===== src/rtl/pipe_ctrl_fsm_pkg.sv =====
// Shared constants, state encoding and control bundle types
// for the pipeline main controller.
package pipe_ctrl_fsm_pkg;

    localparam logic [5:0] OP_RTYPE = 6'h00;
    localparam logic [5:0] OP_LW    = 6'h23;
    localparam logic [5:0] OP_SW    = 6'h2B;
    localparam logic [5:0] OP_BEQ   = 6'h04;
    localparam logic [5:0] OP_JMP   = 6'h02;

    localparam logic [31:0] INSTR_NOP     = 32'h0000_0000;
    localparam logic [31:0] INSTR_SYSCALL = 32'h0000_000C;
    localparam logic [31:0] INSTR_HLT     = 32'hFFFF_FFFF;

    localparam int EX_W = 4;
    localparam int M_W  = 3;
    localparam int WB_W = 2;

    typedef enum logic [1:0] {
        ST_RESET   = 2'd0,
        ST_EXECUTE = 2'd1,
        ST_DRAIN   = 2'd2,
        ST_FINISH  = 2'd3
    } state_e;

    // ex = {RegDst,ALUOp[1:0],ALUSrc}, m = {Branch,MemRead,MemWrite},
    // wb = {RegWrite,MemtoReg}
    typedef struct packed {
        logic [EX_W-1:0] ex;
        logic [M_W-1:0]  m;
        logic [WB_W-1:0] wb;
    } ctrl_t;

    // special marks the all-zero-bundle R-type encodings (NOP, SYSCALL)
    function automatic ctrl_t decode_op(input logic [5:0] op,
                                        input logic special);
        ctrl_t c;
        c = '0;
        unique case (1'b1)
            (op == OP_RTYPE) && !special: c = '{4'b1100, 3'b000, 2'b10};
            (op == OP_LW):                c = '{4'b0001, 3'b010, 2'b11};
            (op == OP_SW):                c = '{4'b0001, 3'b001, 2'b00};
            (op == OP_BEQ):               c = '{4'b0010, 3'b100, 2'b00};
            default:                      c = '0;
        endcase
        return c;
    endfunction

endpackage


===== src/rtl/pipe_ctrl_fsm_if.sv =====
// ID-stage controller bus: instruction/hazard inputs and control outputs.
// Perf counters appear only when CTRL_PERF_CNT_EN is defined.
interface pipe_ctrl_fsm_if #(
    parameter int IW         = 32,
    parameter int NUM_STAGES = 5
);
    logic [IW-1:0]         instr;
    logic                  instr_valid;
    logic                  branch_not_taken;
    logic                  ex_mem_read;
    logic [4:0]            ex_rt;
    logic                  stall;
    logic [NUM_STAGES-1:0] flush;
    logic [3:0]            ex_ctrl;
    logic [2:0]            m_ctrl;
    logic [1:0]            wb_ctrl;
    logic                  busy;
    logic                  done;
`ifdef CTRL_PERF_CNT_EN
    logic [31:0]           cycle_cnt;
    logic [31:0]           stall_cnt;

    modport master (
        output instr, instr_valid, branch_not_taken, ex_mem_read, ex_rt,
        input  stall, flush, ex_ctrl, m_ctrl, wb_ctrl, busy, done,
        input  cycle_cnt, stall_cnt
    );
    modport slave (
        input  instr, instr_valid, branch_not_taken, ex_mem_read, ex_rt,
        output stall, flush, ex_ctrl, m_ctrl, wb_ctrl, busy, done,
        output cycle_cnt, stall_cnt
    );
`else
    modport master (
        output instr, instr_valid, branch_not_taken, ex_mem_read, ex_rt,
        input  stall, flush, ex_ctrl, m_ctrl, wb_ctrl, busy, done
    );
    modport slave (
        input  instr, instr_valid, branch_not_taken, ex_mem_read, ex_rt,
        output stall, flush, ex_ctrl, m_ctrl, wb_ctrl, busy, done
    );
`endif
endinterface


===== src/rtl/pipe_ctrl_fsm_hazard_unit.sv =====
// Combinational load-use stall and misprediction flush generation.
// A misprediction overrides a load-use stall in the same cycle.
module pipe_hazard_unit #(
    parameter int NUM_STAGES  = 5,
    parameter int FLUSH_DEPTH = 1
) (
    input  logic                  exec,
    input  logic                  instr_valid,
    input  logic                  ex_mem_read,
    input  logic [4:0]            ex_rt,
    input  logic [4:0]            rs,
    input  logic [4:0]            rt,
    input  logic                  branch_not_taken,
    output logic                  stall,
    output logic [NUM_STAGES-1:0] flush
);

    logic load_use;
    logic mispred;

    // stall/flush decision; flush covers only the front FLUSH_DEPTH stages
    always_comb begin
        load_use = instr_valid && ex_mem_read && (ex_rt != 5'd0) &&
                   ((ex_rt == rs) || (ex_rt == rt));
        mispred  = exec && branch_not_taken;
        stall    = exec && load_use && !mispred;
        flush    = '0;
        for (int i = 0; i < NUM_STAGES; i++) begin
            flush[i] = mispred && (i < FLUSH_DEPTH);
        end
    end

endmodule


===== src/rtl/pipe_ctrl_fsm.sv =====
// Main pipeline controller: decode to registered EX/M/WB bundles,
// hazard bubbles, flush, HLT drain. Option: CTRL_PERF_CNT_EN.
module pipe_ctrl_fsm #(
    parameter int IW           = 32,
    parameter int NUM_STAGES   = 5,
    parameter int FLUSH_DEPTH  = 1,
    parameter int DRAIN_CYCLES = 4
) (
    input  logic            clk,
    input  logic            rst,
    pipe_ctrl_fsm_if.slave  bus
);
    import pipe_ctrl_fsm_pkg::*;

    localparam int CW = (DRAIN_CYCLES > 1) ? $clog2(DRAIN_CYCLES) : 1;

    state_e                state_q, state_d;
    logic [CW-1:0]         cnt_q, cnt_d;
    ctrl_t                 ctrl_q, ctrl_d;
    logic                  done_q, done_d;
    logic                  stall;
    logic [NUM_STAGES-1:0] flush;
    logic                  exec;
    logic                  special;
    logic                  is_hlt;

    assign exec    = (state_q == ST_EXECUTE);
    assign special = (bus.instr == IW'(INSTR_NOP)) ||
                     (bus.instr == IW'(INSTR_SYSCALL));
    assign is_hlt  = (bus.instr == IW'(INSTR_HLT));

    pipe_hazard_unit #(
        .NUM_STAGES  (NUM_STAGES),
        .FLUSH_DEPTH (FLUSH_DEPTH)
    ) u_hazard (
        .exec             (exec),
        .instr_valid      (bus.instr_valid),
        .ex_mem_read      (bus.ex_mem_read),
        .ex_rt            (bus.ex_rt),
        .rs               (bus.instr[25:21]),
        .rt               (bus.instr[20:16]),
        .branch_not_taken (bus.branch_not_taken),
        .stall            (stall),
        .flush            (flush)
    );

    // next state, drain count and the bundle to register (zero = bubble)
    always_comb begin
        state_d = state_q;
        cnt_d   = cnt_q;
        ctrl_d  = '0;
        unique case (state_q)
            ST_RESET: state_d = ST_EXECUTE;
            ST_EXECUTE: begin
                if (bus.instr_valid && !stall && (flush == '0))
                    ctrl_d = decode_op(bus.instr[IW-1:IW-6], special);
                if (bus.instr_valid && is_hlt && !stall) begin
                    state_d = ST_DRAIN;
                    cnt_d   = CW'(DRAIN_CYCLES - 1);
                end
            end
            ST_DRAIN: begin
                if (cnt_q == '0) state_d = ST_FINISH;
                else             cnt_d   = cnt_q - CW'(1);
            end
            ST_FINISH: state_d = ST_FINISH;
            default:   state_d = ST_RESET;
        endcase
        done_d = (state_d == ST_FINISH);
    end

    // controller state and registered bundles
    always_ff @(posedge clk or posedge rst) begin
        if (rst) begin
            state_q <= ST_RESET;
            cnt_q   <= '0;
            ctrl_q  <= '0;
            done_q  <= 1'b0;
        end else begin
            state_q <= state_d;
            cnt_q   <= cnt_d;
            ctrl_q  <= ctrl_d;
            done_q  <= done_d;
        end
    end

    assign bus.stall   = stall;
    assign bus.flush   = flush;
    assign bus.ex_ctrl = ctrl_q.ex;
    assign bus.m_ctrl  = ctrl_q.m;
    assign bus.wb_ctrl = ctrl_q.wb;
    assign bus.busy    = (state_q == ST_EXECUTE) || (state_q == ST_DRAIN);
    assign bus.done    = done_q;

`ifdef CTRL_PERF_CNT_EN
    logic [31:0] cyc_q, cyc_d;
    logic [31:0] stl_q, stl_d;

    // counters advance only while busy, so they freeze in FINISH
    always_comb begin
        cyc_d = cyc_q;
        stl_d = stl_q;
        if (bus.busy) cyc_d = cyc_q + 32'd1;
        if (stall)    stl_d = stl_q + 32'd1;
    end

    // perf counter registers
    always_ff @(posedge clk or posedge rst) begin
        if (rst) begin
            cyc_q <= '0;
            stl_q <= '0;
        end else begin
            cyc_q <= cyc_d;
            stl_q <= stl_d;
        end
    end

    assign bus.cycle_cnt = cyc_q;
    assign bus.stall_cnt = stl_q;
`endif

endmodule


===== src/flat_wrapper.sv =====
// flat-port wrapper written by rule: the top's interface ports become plain ports
module pipe_ctrl_fsm_flat import pipe_ctrl_fsm_pkg::*;
#(
    parameter int IW           = 32,
    parameter int NUM_STAGES   = 5,
    parameter int FLUSH_DEPTH  = 1,
    parameter int DRAIN_CYCLES = 4
)
  (clk, rst, bus_instr, bus_instr_valid, bus_branch_not_taken, bus_ex_mem_read, bus_ex_rt, bus_stall, bus_flush, bus_ex_ctrl, bus_m_ctrl, bus_wb_ctrl, bus_busy, bus_done);
  pipe_ctrl_fsm_if #(.IW(IW), .NUM_STAGES(NUM_STAGES)) bus_i ();
  input  logic clk;
  input  logic rst;
  input wire logic [$bits(bus_i.instr)-1:0] bus_instr;
  input wire logic [$bits(bus_i.instr_valid)-1:0] bus_instr_valid;
  input wire logic [$bits(bus_i.branch_not_taken)-1:0] bus_branch_not_taken;
  input wire logic [$bits(bus_i.ex_mem_read)-1:0] bus_ex_mem_read;
  input wire logic [$bits(bus_i.ex_rt)-1:0] bus_ex_rt;
  output wire logic [$bits(bus_i.stall)-1:0] bus_stall;
  output wire logic [$bits(bus_i.flush)-1:0] bus_flush;
  output wire logic [$bits(bus_i.ex_ctrl)-1:0] bus_ex_ctrl;
  output wire logic [$bits(bus_i.m_ctrl)-1:0] bus_m_ctrl;
  output wire logic [$bits(bus_i.wb_ctrl)-1:0] bus_wb_ctrl;
  output wire logic [$bits(bus_i.busy)-1:0] bus_busy;
  output wire logic [$bits(bus_i.done)-1:0] bus_done;
  assign bus_i.instr = bus_instr;
  assign bus_i.instr_valid = bus_instr_valid;
  assign bus_i.branch_not_taken = bus_branch_not_taken;
  assign bus_i.ex_mem_read = bus_ex_mem_read;
  assign bus_i.ex_rt = bus_ex_rt;
  assign bus_stall = bus_i.stall;
  assign bus_flush = bus_i.flush;
  assign bus_ex_ctrl = bus_i.ex_ctrl;
  assign bus_m_ctrl = bus_i.m_ctrl;
  assign bus_wb_ctrl = bus_i.wb_ctrl;
  assign bus_busy = bus_i.busy;
  assign bus_done = bus_i.done;
  pipe_ctrl_fsm #(.IW(IW), .NUM_STAGES(NUM_STAGES), .FLUSH_DEPTH(FLUSH_DEPTH), .DRAIN_CYCLES(DRAIN_CYCLES)) u_core (.clk(clk), .rst(rst), .bus(bus_i));
endmodule

===== config.mk =====
export PLATFORM = sky130hd
export DESIGN_NAME = pipe_ctrl_fsm_flat
export DESIGN_NICKNAME = d
export VERILOG_FILES = /design/src/rtl/pipe_ctrl_fsm_pkg.sv /design/src/rtl/pipe_ctrl_fsm_if.sv /design/src/rtl/pipe_ctrl_fsm_hazard_unit.sv /design/src/rtl/pipe_ctrl_fsm.sv /design/src/flat_wrapper.sv
export SDC_FILE = /design/constraint.sdc
export NUM_CORES = 1
export LEC_CHECK = 0
export CAP_MARGIN = 30
export CORE_MARGIN = 2
export CORE_UTILIZATION = 38
export CTS_CLUSTER_DIAMETER = 200
export DETAILED_ROUTE_END_ITERATION = 16
export PLACE_DENSITY = 0.95
export SYNTH_ARGS = -nofsm -noshare
export SYNTH_HDL_FRONTEND = slang
export SYNTH_HIERARCHICAL = 1
export SYNTH_SLANG_ARGS = --single-unit

===== constraint.sdc =====
create_clock -name clk -period 3.1 [get_ports clk]
set_input_delay 0.62 -clock clk [delete_from_list [all_inputs] [get_ports clk]]
set_output_delay 0.62 -clock clk [all_outputs]
set_load 0.05 [all_outputs]

==> summary.md, run 1 <==
| Metric | Value |
|---|---|
| Resize count post-CTS | 0 |
| Kind of end point of the critical path | primary output |
| Vias per std cell | 5.34 |
| Status | finished, final reports clean |
| Clock slew at reported path FFs | 0.07 ns |
| Setup TNS | 0 ns |
| Routed Antenna Nets | 0 |
| Largest net degree at the start of global routing | 12 |
| Initial DRT Pass Iterations | 4 |
| Final period util | 0.919 |
| CP Cell Sequence | clkdlybuf4s50_1 -> xor2_1 -> nor3_1 -> nand3_1 -> a221oi_2 -> buf_12 |
| Leakage | 0.555 nW |
| Max stage delay cell, worst path | clkdlybuf4s50_1 |
| Setup Fix Bufs, Post-CTS | 0 |
| Min-delay src | u_core/cnt_q[0] |
| Global-route total usage across every layer | 0.200 |
| FF-to-FF Start | u_core/state_q[1] |
| Area delta synth->final | 63.3% |
| WS Path Type | input port to primary output |
| Bufs and invs on worst path | 2 |
| Die height | 52.4 um |
| Setup Skew | 0.00169 ns |
| HP Class | flip-flop to flip-flop |
| Worst skew pair latency | 0.26 ns |
| HPWL after DPL | 2.27 mm |
| Die W | 52.4 um |
| Post-Place Cells | 177 |
| Fin. max-slew vios | 0 |
| Post-Layout Cell Count | 181 |
| Power Density | 233 nW/um^2 |
| Worst rel slew slack | 0.665 |
| DRC | 0 |
| Worst reg2reg endpoint | u_core/cnt_q[1] |
| Placer Congestion | 0.866 |
| Slowest stage delay, CP | 0.48 ns |
| Hold path endpoint | u_core/cnt_q[0] |
| Total gr overflow | 0 |
| Most used DFF post-synth | dfrtp_1 |
| H-tree depth | 1 |
| Placement Setup Slack | 0.0838 ns |
| Synth Area per Inst | 8.90 sq um |
| First-pass GRT wire length | 4.00 mm |
| Row count | 17 |
| RSZ-0062 raised after global routing | false |
| Crit Path Max Fanout | 3 |
| Initial Utilization | 0.402 |
| Register bit total from synthesis | 11 |
| CP arrival | 2.23 ns |
| Vias | 966 |
| Die Area | 2740 sq um |
| # nets final | 201 |
| Io pins | 59 |
| Data required time at the worst endpoint | 2.48 ns |
| Delay-heaviest family, CP | buffers and inverters |
| Core ar. | 2210 sq um |
| R2r setup slk | 0.88 ns |
| Initial antenna violation count | 0 |
| CTS Hold Bufs | 0 |
| Worst slew pin tran | 0.501 ns |
| Synth Instances | 100 |
| Layout cells sized above 1 | 0.0588 |
| CTS Sinks | 11 |
| Startpoint types | input port |
| CTS tree | done |
| Max Root-Sink Buffers | 2 |
| Seq/Total Area, Yosys | 0.309 |
| Max-cap check violation count | 0 |
| Min Tclk post-route | 2.85 ns |
| Cell variety after synth | 30 |
| CTS buffer count | 3 |
| DR WL/cell | 13.8 um |
| Peak supply drop | 0.000134 V |
| Hold Path Depth | 1 |
| Final Hold Fails | 0 |
| Post-synthesis cell area | 890 sq um |
| Hold slack | 0.558 ns |
| N_diodes | 0 |
| Post-Route WL | 2.50 mm |
| EDFF count, synth | 0 |
| FF-to-FF path depth | 9 |
| Post-synth ARST share | 1.00 |
| I/O Buffers | 54 |
| YS warnings | 6 |
| Vias in the first global route | 993 |
| Achievable clock frequency | 0.351 GHz |
| Final setup margin | 0.252 ns |
| Initial detailed-routing violation count | 15 |
| Root buf cell | clkbuf_4 |
| Setup violators final | 0 |
==> synthesized netlist by cell type, types with 3 or more instances <==
library cell | count | area share
and2_1 | 3 | 0.021
buf_4 | 8 | 0.068
dfrtp_1 | 11 | 0.31
ha_1 | 5 | 0.070
inv_1 | 6 | 0.025
nand3_1 | 6 | 0.034
nand4_1 | 7 | 0.049
nand4b_1 | 3 | 0.030
nor2_1 | 5 | 0.021
nor3_1 | 9 | 0.051
nor4_1 | 8 | 0.056
xnor2_1 | 5 | 0.049
xor2_1 | 6 | 0.059
==> stage by stage <==
stage / instance area [sq um] / utilization / total power, mW
final: 1450 / 0.657 / 0.339
after global routing: 1450 / 0.657 / 0.357
after CTS: 1450 / 0.657 / 0.341
after detailed placement: 1430 / 0.645 / 0.247
after global placement: 1430 / 0.645 / 0.245
after floorplan: 901 / - / 0.182
==> how the worst max path moves through the flow <==
| stage | startpoint | to | cells past startpoint |
|---|---|---|---|
| 2_1_floorplan | bus_ex_rt[2] | u_core/cnt_q[1] | 9 |
| 3_3_place_gp | bus_ex_rt[2] | u_core/cnt_q[1] | 10 |
| 3_5_place_dp | bus_ex_rt[0] | u_core/cnt_q[1] | 10 |
| 4_1_cts | bus_ex_rt[0] | bus_stall | 6 |
| 5_1_grt | bus_ex_rt[0] | bus_stall | 6 |
| 6_report | bus_ex_rt[0] | bus_stall | 6 |
==> final cells by class <==
class	instances	area (sq um)
clock buffers	4	26.3
fillers	193	759
inverters	6	22.5
multi-input cells	78	543
flip-flops and latches	11	275
well taps	28	35.0
repair buffers	54	551
==> logic make-up after synthesis <==
family,count (synthesis),share of synthesized area
simple gates,49,0.324
flops,11,0.309
buf+inv,14,0.0928
xor+xnor,11,0.108
compound gates,8,0.0802
other cells,1,0.00422
mux,1,0.0113
fa+ha+maj,5,0.0703
==> registers in the layout, summed over array words and instances (netlist names) <==
signal,count
u_core/cnt_q,2
u_core/bus.ex_ctrl,3
u_core/bus.wb_ctrl,1
u_core/bus.m_ctrl,2
u_core/bus.done,1
u_core/state_q,2
==> report_power, final <==
part           switching (mW)  leakage [nW]  internal (mW)
logic                  0.0439         0.402         0.0571
clock network          0.0447        0.0150         0.0497
registers                   0         0.138          0.143
total                  0.0886         0.555          0.250
==> cell usage in the layout (no fill, tap or decap), drive strengths merged <==
master	n
a211oi	1
a21oi	1
a221oi	1
a31o	1
a31oi	1
a41oi	1
and2	3
buf	1
clkbuf	4
clkdlybuf4s50	53
conb	4
dfrtp	11
ha	5
inv	6
mux2i	1
nand2	2
nand2b	1
nand3	6
nand3b	1
nand4	7
nand4b	3
nor2	5
nor2b	1
nor3	9
nor4	9
nor4b	1
o21ai	1
o32a	1
or2	1
xnor2	5
xor2	6
==> metal layers <==
metal,global-route usage,part of all wire,vias up
met4,0.120,0.025,0
met3,0.0457,0.086,10
met2,0.383,0.53,58
met5,0,0,-
li1,-,-,468
met1,0.189,0.36,430
Note: power is estimated with default switching activity, not from simulation.
==> run 2: changes to the inputs <==
--- a/config.mk
+++ b/config.mk
@@ -5,12 +5,14 @@
 export SDC_FILE = /design/constraint.sdc
 export NUM_CORES = 1
 export LEC_CHECK = 0
+export ABC_AREA = 0
 export CAP_MARGIN = 30
 export CORE_MARGIN = 2
 export CORE_UTILIZATION = 38
 export CTS_CLUSTER_DIAMETER = 200
 export DETAILED_ROUTE_END_ITERATION = 16
 export PLACE_DENSITY = 0.95
+export SLEW_MARGIN = 10
 export SYNTH_ARGS = -nofsm -noshare
 export SYNTH_HDL_FRONTEND = slang
 export SYNTH_HIERARCHICAL = 1
==> results of run 2 <==
Same layout as run 1: the final DEF is identical, and so are final timing and power.
